## src/rtl/rr_arb_4_1.sv

```systemverilog
// rtl/rr_arb_4_1.sv - round-robin 4:1 arbiter with one-entry registered output buffer
module rr_arb_4_1 #(
  parameter int WIDTH = 4
) (
  input  logic             clk,
  input  logic             rst,
  input  logic [3:0]       in_valid,
  output logic [3:0]       in_ready,
  input  logic [WIDTH-1:0] d0,
  input  logic [WIDTH-1:0] d1,
  input  logic [WIDTH-1:0] d2,
  input  logic [WIDTH-1:0] d3,
  output logic             out_valid,
  input  logic             out_ready,
  output logic [WIDTH-1:0] out_data,
  output logic [1:0]       out_sel
);

  typedef enum logic {EMPTY = 1'b0, FULL = 1'b1} state_t;

  state_t           state;
  logic [1:0]       ptr;
  logic [1:0]       win;
  logic [1:0]       idx;
  logic             found;
  logic             load_ok;
  logic             accept;
  logic [WIDTH-1:0] win_data;

  // First requester at or after ptr, wrapping modulo 4.
  always_comb begin
    win   = 2'd0;
    idx   = 2'd0;
    found = 1'b0;
    for (int k = 0; k < 4; k++) begin
      idx = ptr + 2'(k);
      if (!found && in_valid[idx]) begin
        found = 1'b1;
        win   = idx;
      end
    end
  end

  always_comb begin
    case (win)
      2'd0:    win_data = d0;
      2'd1:    win_data = d1;
      2'd2:    win_data = d2;
      default: win_data = d3;
    endcase
  end

  assign out_valid = (state == FULL);
  assign load_ok   = !out_valid || out_ready;
  assign in_ready  = (!rst && load_ok && found) ? (4'b0001 << win) : 4'b0000;
  assign accept    = |in_ready;

  always_ff @(posedge clk) begin
    if (rst) begin
      state    <= EMPTY;
      ptr      <= 2'd0;
      out_data <= '0;
      out_sel  <= 2'd0;
    end else if (accept) begin
      state    <= FULL;
      out_data <= win_data;
      out_sel  <= win;
      ptr      <= win + 2'd1;
    end else if (state == FULL && out_ready) begin
      state <= EMPTY;
    end
  end

endmodule

```

## config.mk

```make
export PLATFORM = sky130hd
export DESIGN_NAME = rr_arb_4_1
export DESIGN_NICKNAME = d
export VERILOG_FILES = /design/src/rtl/rr_arb_4_1.sv
export SDC_FILE = /design/constraint.sdc
export NUM_CORES = 1
export LEC_CHECK = 0
export BUFFER_PORTS_ARGS = -buffer_cell sky130_fd_sc_hd__buf_2
export CAP_MARGIN = 10
export CORE_MARGIN = 2
export CORE_UTILIZATION = 40
export DETAILED_ROUTE_END_ITERATION = 8
export GPL_TIMING_DRIVEN = 0
export PLACE_DENSITY_LB_ADDON = 0.25
export SLEW_MARGIN = 15
export SYNTH_ARGS = -nofsm -noshare
export SYNTH_HDL_FRONTEND = slang
export SYNTH_SLANG_ARGS = --single-unit
```

## constraint.sdc

```tcl
create_clock -name clk -period 3.4 [get_ports clk]
set_input_delay 0.68 -clock clk [delete_from_list [all_inputs] [get_ports clk]]
set_output_delay 0.68 -clock clk [all_outputs]
set_load 0.05 [all_outputs]
```

==> impl_metrics.tcl, run 1 <==
set metrics [dict create \
    clk_pin_slew_worst_paths_ns 0.06 \
    die_w_um 44.1 \
    synth_simple_gate_area_share_pct 20.2 \
    synth_ff_type "dfxtp_1" \
    cts_tree "yes" \
    required_ns 2.72 \
    synth_edf_count 0 \
    htree_levels 1 \
    firstDrtPassIters 4 \
    finalPower_uw 456 \
    final_layout_size_suffix_gt1_share_pct 45.8 \
    port_buffers 33 \
    yosys.area.top_type_share_pct 28.0 \
    swShare_pct 43.6 \
    synth_area_um2 643 \
    synthToLayoutAreaGrowth_pct 32.9 \
    ir_drop_uv 309 \
    synthTopCellsByArea "dfxtp_1 28%, ha_1 9.7%, a21oi_1 7.0%" \
    synth_cells 70 \
    place_congestion 0.807 \
    async_flop_share_pct 0 \
    start_util_pct 42.7 \
    cts_made_buffers 3 \
    dieHeight_um 44.1 \
    track_usage_pct 17.5 \
    synth.distinct_cells 27 \
    via_count 668 \
    syn_nets 98 \
    synth_compound_area_share_pct 31.5 \
    grt_max_degree 11 \
    min_period_ns 2.94 \
    status "completed" \
    ant_nets 0 \
    setup-violations-final 0 \
    fmax_mhz 340 \
    synth_warnings 0 \
    synth.area.mux_share_pct 1.56 \
    antenna_cells 0 \
    overflow 0 \
    drv_slew 0 \
    layout.nets 136 \
    synth_top_family_by_area "compound AO/OA/AOI/OAI gates" \
    crit_top_cell "buf_2" \
    fin_skew_ns 0.00141 \
    synthXorXnorAreaFrac_pct 0 \
    drc 0 \
    crit_path_end_kind "output pin" \
    ys_ff_latch 9 \
    ios 34 \
    totalWireLength_um 1510 \
    yosys.area.top_type "dfxtp_1" \
    slowest_delay_ns 0.32 \
    synthAdderAreaFrac_pct 9.73 \
    drtIter0Drc 12 \
    startpoint_type "input pin" \
    p_int_uw 257 \
    hpwl_um 1250 \
    worst_pin_slew_ns 0.344 \
    hold_violations 0 \
    static-leakage-power_nw 0.423 \
    crit_chain "buf_2 > a21boi_0 > o22ai_1 > or2_2 > inv_1 > ha_1 > and2_2 > buf_2" \
    core_um2 1510 \
    wl_per_cell_um 12.2 \
    grt_pass1_vias 616 \
    synthTopCellsByCount "9 x a21oi_1, 9 x dfxtp_1, 8 x inv_1" \
    p_sw_uw 199 \
    p_seq_share_pct 29.7 \
    clkLatencyLatePin_ns 0.25 \
    syn_avg_cell_area_um2 9.19 \
    yosysSeqAreaShare_pct 28.0 \
    ctsResizeCount 0 \
    viasPerCell 5.43 \
    rsz0062_at_grt "false" \
    hold_path.class "flop to flop" \
    finalCritPeriodShare_pct 86.5 \
    cp_max_fo 6 \
    cts_sinks 9 \
    slew_headroom_pct 77.1 \
    critPathSlowestCell "or2_2" \
    pwr-share-clk_pct 17.7 \
    antenna_found_initial 0 \
    drv_cap 0 \
    grt_first_pass_wirelength_um 2500 \
    ctsLongestPathBuffers 2 \
    dieArea_um2 1940 \
    clockRootBuffer "clkbuf_4" \
    power_frac_comb_pct 52.6 \
    cts_setup_buffers 0 \
    power_density_nw_per_um2 534 \
    cp.arrival_ns 2.26 \
    rows 14 \
    cts_hold_buf 0 \
    tns_ns 0 \
    critPathKind "input pin to output pin" \
]
==> kinds of logic after synthesis <==
family,Yosys count
buf+inv,11
flops,9
fa+ha+maj,5
mux,1
simple gates,16
compound gates,28
==> registers in the layout (all words and copies together) (netlist names) <==
register / count
out_data: 4
out_sel: 2
out_valid: 1
ptr: 2
==> layer usage <==
layer  vias up  GRT usage (%)  part of all wire [%]
met5         -              0                     0
met4         0           10.9                  0.60
li1        337              -                     -
met3         2           2.45                   8.2
met1       302           20.6                    43
met2        27           29.7                    48
==> layout make-up <==
cell class / count / area (um^2)
inverter: 8 / 30.0
timing repair buffer: 33 / 165
fill: 155 / 652
tap: 16 / 20.0
clock buffer: 4 / 26.3
buffer: 3 / 27.5
multi-input combinational: 50 / 405
sequential: 9 / 180
==> stage by stage <==
step                      instance area [um^2]  setup slack, ns  utilization [%]  std cells  hold slack [ns]
after floorplan                            643            0.773                -         70            0.476
after global placement                     828            0.506             55.0        119            0.442
after CTS                                  855            0.423             56.7        123            0.480
after global routing                       855            0.249             56.7        123            0.505
final                                      855            0.458             56.7        123            0.474
after detailed placement                   828            0.434             55.0        119            0.447
==> layout by cell type (no fill, tap or decap), types with 4 or more instances in the layout <==
cell       n
a21oi_1    9
a221oi_1   4
a22oi_1    4
buf_2     33
dfxtp_1    9
ha_1       5
inv_1      8
==> worst max-delay path, delay by kind of cell <==
| family | cells | cell delay (ns) |
|---|---|---|
| buffers and inverters | 3 | 0.48 |
| AO/OA/AOI/OAI | 2 | 0.35 |
| adder cells (fa/ha/maj) | 1 | 0.25 |
| AND/OR/NAND/NOR | 2 | 0.49 |
==> power groups by stage <==
stage / logic (mW) / registers (mW) / clock network [mW]
floorplan: 0.125 / 0.198 / 0
finish: 0.240 / 0.136 / 0.0808
global placement: 0.237 / 0.137 / 0
detailed placement: 0.242 / 0.138 / 0
global route: 0.261 / 0.138 / 0.0883
CTS: 0.243 / 0.136 / 0.0852
==> worst paths after layout <==
| check | start | to | slack, ns | cells after the start |
|---|---|---|---|---|
| worst max register to register | ptr[1] | out_sel[0] | 0.69 | 11 |
| worst min register to register | out_sel[1] | out_sel[1] | 0.47 | 2 |
| worst min-delay path | out_sel[1] | out_sel[1] | 0.47 | 2 |
| worst max-delay path | in_valid[1] | in_ready[1] | 0.46 | 8 |
Power figures use the tool's default switching activity.
==> run 2, diff against run 1 <==
Settings changed: CTS_BUF_LIST set to sky130_fd_sc_hd__clkbuf_16.
==> impl_metrics.tcl, run 2 (same netlist as run 1, synthesis figures left out) <==
set metrics [dict create \
    status "completed" \
    hold_path_end "out_sel[1]" \
    clkLatencyLatePin_ns 0.23 \
    setup-violations-final 0 \
    min_from "out_sel[1]" \
    cts_hold_buf 0 \
    layout_commonest_cell "buf_2" \
    track_usage_pct 17.6 \
    port_buffers 33 \
    ant_nets 0 \
    cts_made_buffers 3 \
    fin_skew_ns 0.00102 \
    reg2reg_to "out_sel[0]" \
    fin_ws_ns 0.441 \
    hold_slack_ns 0.466 \
    viasPerCell 5.40 \
    min_period_ns 2.96 \
    reg2reg_from "ptr[1]" \
    clockRootBuffer "clkbuf_16" \
    grt_pass1_vias 615 \
    hold_violations 0 \
    dieArea_um2 1940 \
    largest_register_ffs 4 \
    rows 14 \
    core_um2 1510 \
    hpwl_um 1250 \
    cts_setup_buffers 0 \
    ctsResizeCount 0 \
    critPathKind "input pin to output pin" \
    synthToLayoutAreaGrowth_pct 41.1 \
    cp_max_fo 6 \
    required_ns 2.72 \
    finalCritPeriodShare_pct 87.0 \
    dieHeight_um 44.1 \
    final_layout_size_suffix_gt1_share_pct 45.8 \
    drtIter0Drc 9 \
    crit_path_end_kind "output pin" \
    static-leakage-power_nw 0.450 \
    overflow 0 \
    drc 0 \
    cp.arrival_ns 2.28 \
    top_register "out_data" \
    hold_path.class "flop to flop" \
    top_regs "out_data: 4 flops, out_sel: 2 flops, ptr: 2 flops" \
    slew_headroom_pct 77.1 \
    layout.nets 136 \
    final_cell_mix "33 x buf_2, 9 x inv_1, 9 x a21oi_1, 9 x dfxtp_1, 5 x ha_1" \
    fmax_mhz 338 \
    tns_ns 0 \
    place_congestion 0.807 \
    grt_first_pass_wirelength_um 2480 \
    wl_per_cell_um 12.5 \
    clk_pin_slew_worst_paths_ns 0.04 \
    cts_sinks 9 \
    preCtsSetupSlack_ns 0.434 \
    drv_cap 0 \
    ctsLongestPathBuffers 2 \
    min_delay_path_depth 2 \
    start_util_pct 42.7 \
    totalWireLength_um 1540 \
    via_count 664 \
    firstDrtPassIters 4 \
    drv_slew 0 \
    ios 34 \
    reg2reg_slack_ns 0.68 \
    rsz0062_at_grt "false" \
    ir_drop_uv 446 \
    ff2ff_path_depth 11 \
    htree_levels 1 \
    power_density_nw_per_um2 639 \
    post-route-util_pct 60.2 \
    startpoint_type "input pin" \
    cts_tree "yes" \
    worst_pin_slew_ns 0.344 \
    antenna_found_initial 0 \
    die_w_um 44.1 \
    grt_max_degree 11 \
    finalPower_uw 580 \
    antenna_cells 0 \
]
run 2: cell count changes in the layout (fill, tap and decap cells not counted):
cell / delta
clkbuf_16: +3
clkbuf_4: -3
clkbuf_1: -1
inv_1: +1
run 2: worst max-delay path, cell delays in order:
cell and delay, ns:
buf_2 0.13, a21boi_0 0.23, o22ai_1 0.14, or2_2 0.32, inv_1 0.11, ha_1 0.25, and2_2 0.17, buf_2 0.25
run 2: area by class of cell:
cell class,instances,area (um^2)
buffer,3,27.5
clock inverter,1,3.75
multi-input combinational,50,405
tap,16,20.0
inverter,8,30.0
fill,147,599
clock buffer,3,75.1
sequential,9,180
timing repair buffer,33,165
run 2: worst max-delay path by stage:
| stage | start | endpoint | slack [ns] | depth (start not counted) |
|---|---|---|---|---|
| floorplan | in_valid[0] | out_sel[0] | 0.77 | 10 |
| global placement | in_valid[0] | out_sel[0] | 0.51 | 11 |
| detailed placement | in_valid[1] | in_ready[1] | 0.43 | 8 |
| CTS | in_valid[1] | in_ready[1] | 0.42 | 8 |
| global route | in_valid[1] | in_ready[1] | 0.25 | 8 |
| finish | in_valid[1] | in_ready[1] | 0.44 | 8 |
run 2: report_power, final:
part,switching [mW],internal (mW)
Combinational,0.155,0.0854
Clock,0.0499,0.153
Sequential,0.00920,0.127
run 2: per-layer routing:
| metal | GRT usage (%) | part of all wire [%] |
|---|---|---|
| met2 | 29.7 | 46 |
| met3 | 3.67 | 7.8 |
| met4 | 10.9 | 1.9 |
| met1 | 20.1 | 44 |
| met5 | 0 | 0 |
run 2: per-stage QoR:
stage                     instances  cell area [um^2]
after floorplan                  70               643
after global placement          119               828
after detailed placement        119               828
after CTS                       123               907
after global routing            123               907
final                           123               907
==> run 3, diff against run 2 <==
Settings changed: CORE_MARGIN 2 to unset, CORE_UTILIZATION 40 to 43.
==> impl_metrics.tcl, run 3 (same netlist as run 1, synthesis figures left out) <==
set metrics [dict create \
    slew_headroom_pct 78.9 \
    via_count 652 \
    clkLatencyLatePin_ns 0.23 \
    die_w_um 40.7 \
    dieArea_um2 1650 \
    htree_levels 1 \
    cts_made_buffers 3 \
    ff2ff_path_depth 11 \
    dieHeight_um 40.7 \
    top_regs "out_data: 4 flops, out_sel: 2 flops, ptr: 2 flops" \
    cts_hold_buf 0 \
    ctsResizeCount 0 \
    antenna_found_initial 0 \
    cts_tree "yes" \
    post-route-util_pct 67.1 \
    core_um2 1350 \
    reg2reg_slack_ns 0.69 \
    ctsLongestPathBuffers 2 \
    ant_nets 0 \
    cp.arrival_ns 2.24 \
    drc 0 \
    reg2reg_from "ptr[1]" \
    viasPerCell 5.34 \
    final_cell_mix "33 x buf_2, 9 x inv_1, 9 x a21oi_1, 9 x dfxtp_1, 5 x ha_1" \
    finalCritPeriodShare_pct 85.8 \
    p_seq_share_pct 23.5 \
    antenna_cells 0 \
    place_congestion 0.800 \
    grt_pass1_vias 483 \
    wl_per_cell_um 11.8 \
    setup-violations-final 0 \
    fin_skew_ns 0.000288 \
    crit_path_end_kind "output pin" \
    cts_sinks 9 \
    required_ns 2.72 \
    start_util_pct 47.6 \
    drv_cap 0 \
    firstDrtPassIters 2 \
    hpwl_um 1170 \
    hold_path_end "out_sel[1]" \
    status "completed" \
    pwr-share-clk_pct 34.8 \
    min_from "out_sel[1]" \
    top_register "out_data" \
    drtIter0Drc 11 \
    power_density_nw_per_um2 639 \
    swShare_pct 36.7 \
    rsz0062_at_grt "false" \
    cts_setup_buffers 0 \
    grt_first_pass_wirelength_um 2080 \
    port_buffers 33 \
    ir_drop_uv 415 \
    layout_commonest_cell "buf_2" \
    layout.nets 136 \
    hold_path.class "flop to flop" \
    p_sw_uw 212 \
    track_usage_pct 19.1 \
    cp_max_fo 6 \
    startpoint_type "input pin" \
    critPathKind "input pin to output pin" \
    min_period_ns 2.92 \
    power_frac_comb_pct 41.6 \
    hold_violations 0 \
    clockRootBuffer "clkbuf_16" \
    grt_max_degree 11 \
    drv_slew 0 \
    static-leakage-power_nw 0.450 \
    synthToLayoutAreaGrowth_pct 40.9 \
    ios 34 \
    reg2reg_to "out_sel[0]" \
    totalWireLength_um 1440 \
    min_delay_path_depth 2 \
    rows 13 \
    tns_ns 0 \
    clk_pin_slew_worst_paths_ns 0.04 \
    worst_pin_slew_ns 0.316 \
    largest_register_ffs 4 \
    p_int_uw 366 \
    final_layout_size_suffix_gt1_share_pct 45.8 \
    fmax_mhz 343 \
    overflow 0 \
]
run 3: cell counts in the layout (fill, tap and decap cells not counted):
Identical to the previous run, type by type.
run 3: final cells by class:
type	instances	area, um^2
inverters	8	30.0
plain buffers	3	27.5
multi-input cells	50	405
flip-flops and latches	9	180
clock inverters	1	3.75
repair buffers	33	165
clock buffers	3	75.1
well taps	15	18.8
fillers	134	444
run 3: power by group through the flow:
stage	clock network (mW)	logic [mW]	registers [mW]
6_report	0.202	0.241	0.136
2_1_floorplan	0	0.125	0.198
3_3_place_gp	0	0.236	0.137
3_5_place_dp	0	0.242	0.138
5_1_grt	0.209	0.260	0.138
4_1_cts	0.204	0.243	0.137
run 3: worst max-delay path, cell delays in order:
cell      delay [ns]
buf_2           0.12
a21boi_0        0.18
o22ai_1         0.12
or2_2           0.32
inv_1           0.12
ha_1            0.27
and2_2          0.17
buf_2           0.25
run 3: worst max-delay path by stage:
stage,to,slack [ns],cells past startpoint,startpoint
after floorplan,out_sel[0],0.77,10,in_valid[0]
after global placement,out_sel[0],0.51,11,in_valid[0]
after detailed placement,out_sel[0],0.46,11,in_valid[0]
after CTS,in_ready[1],0.48,8,ptr[1]
after global routing,in_ready[1],0.37,8,ptr[1]
final,in_ready[1],0.48,8,in_valid[1]
run 3: metrics by stage:
stage	hold WS, ns	cell area [um^2]	setup WS [ns]	power, mW	cells
global placement	0.443	827	0.513	0.373	118
floorplan	0.476	643	0.773	0.323	70
finish	0.476	906	0.483	0.579	122
detailed placement	0.448	827	0.456	0.380	118
global route	0.498	906	0.374	0.607	122
CTS	0.479	906	0.483	0.584	122
run 3: routing by layer:
metal | share of wire, % | global-route usage, % | vias up
li1 | - | - | 339
met1 | 46 | 24.2 | 286
met5 | 0 | 0 | -
met3 | 6.2 | 1.63 | 2
met4 | 1.9 | 10.0 | 0
met2 | 46 | 32.1 | 25
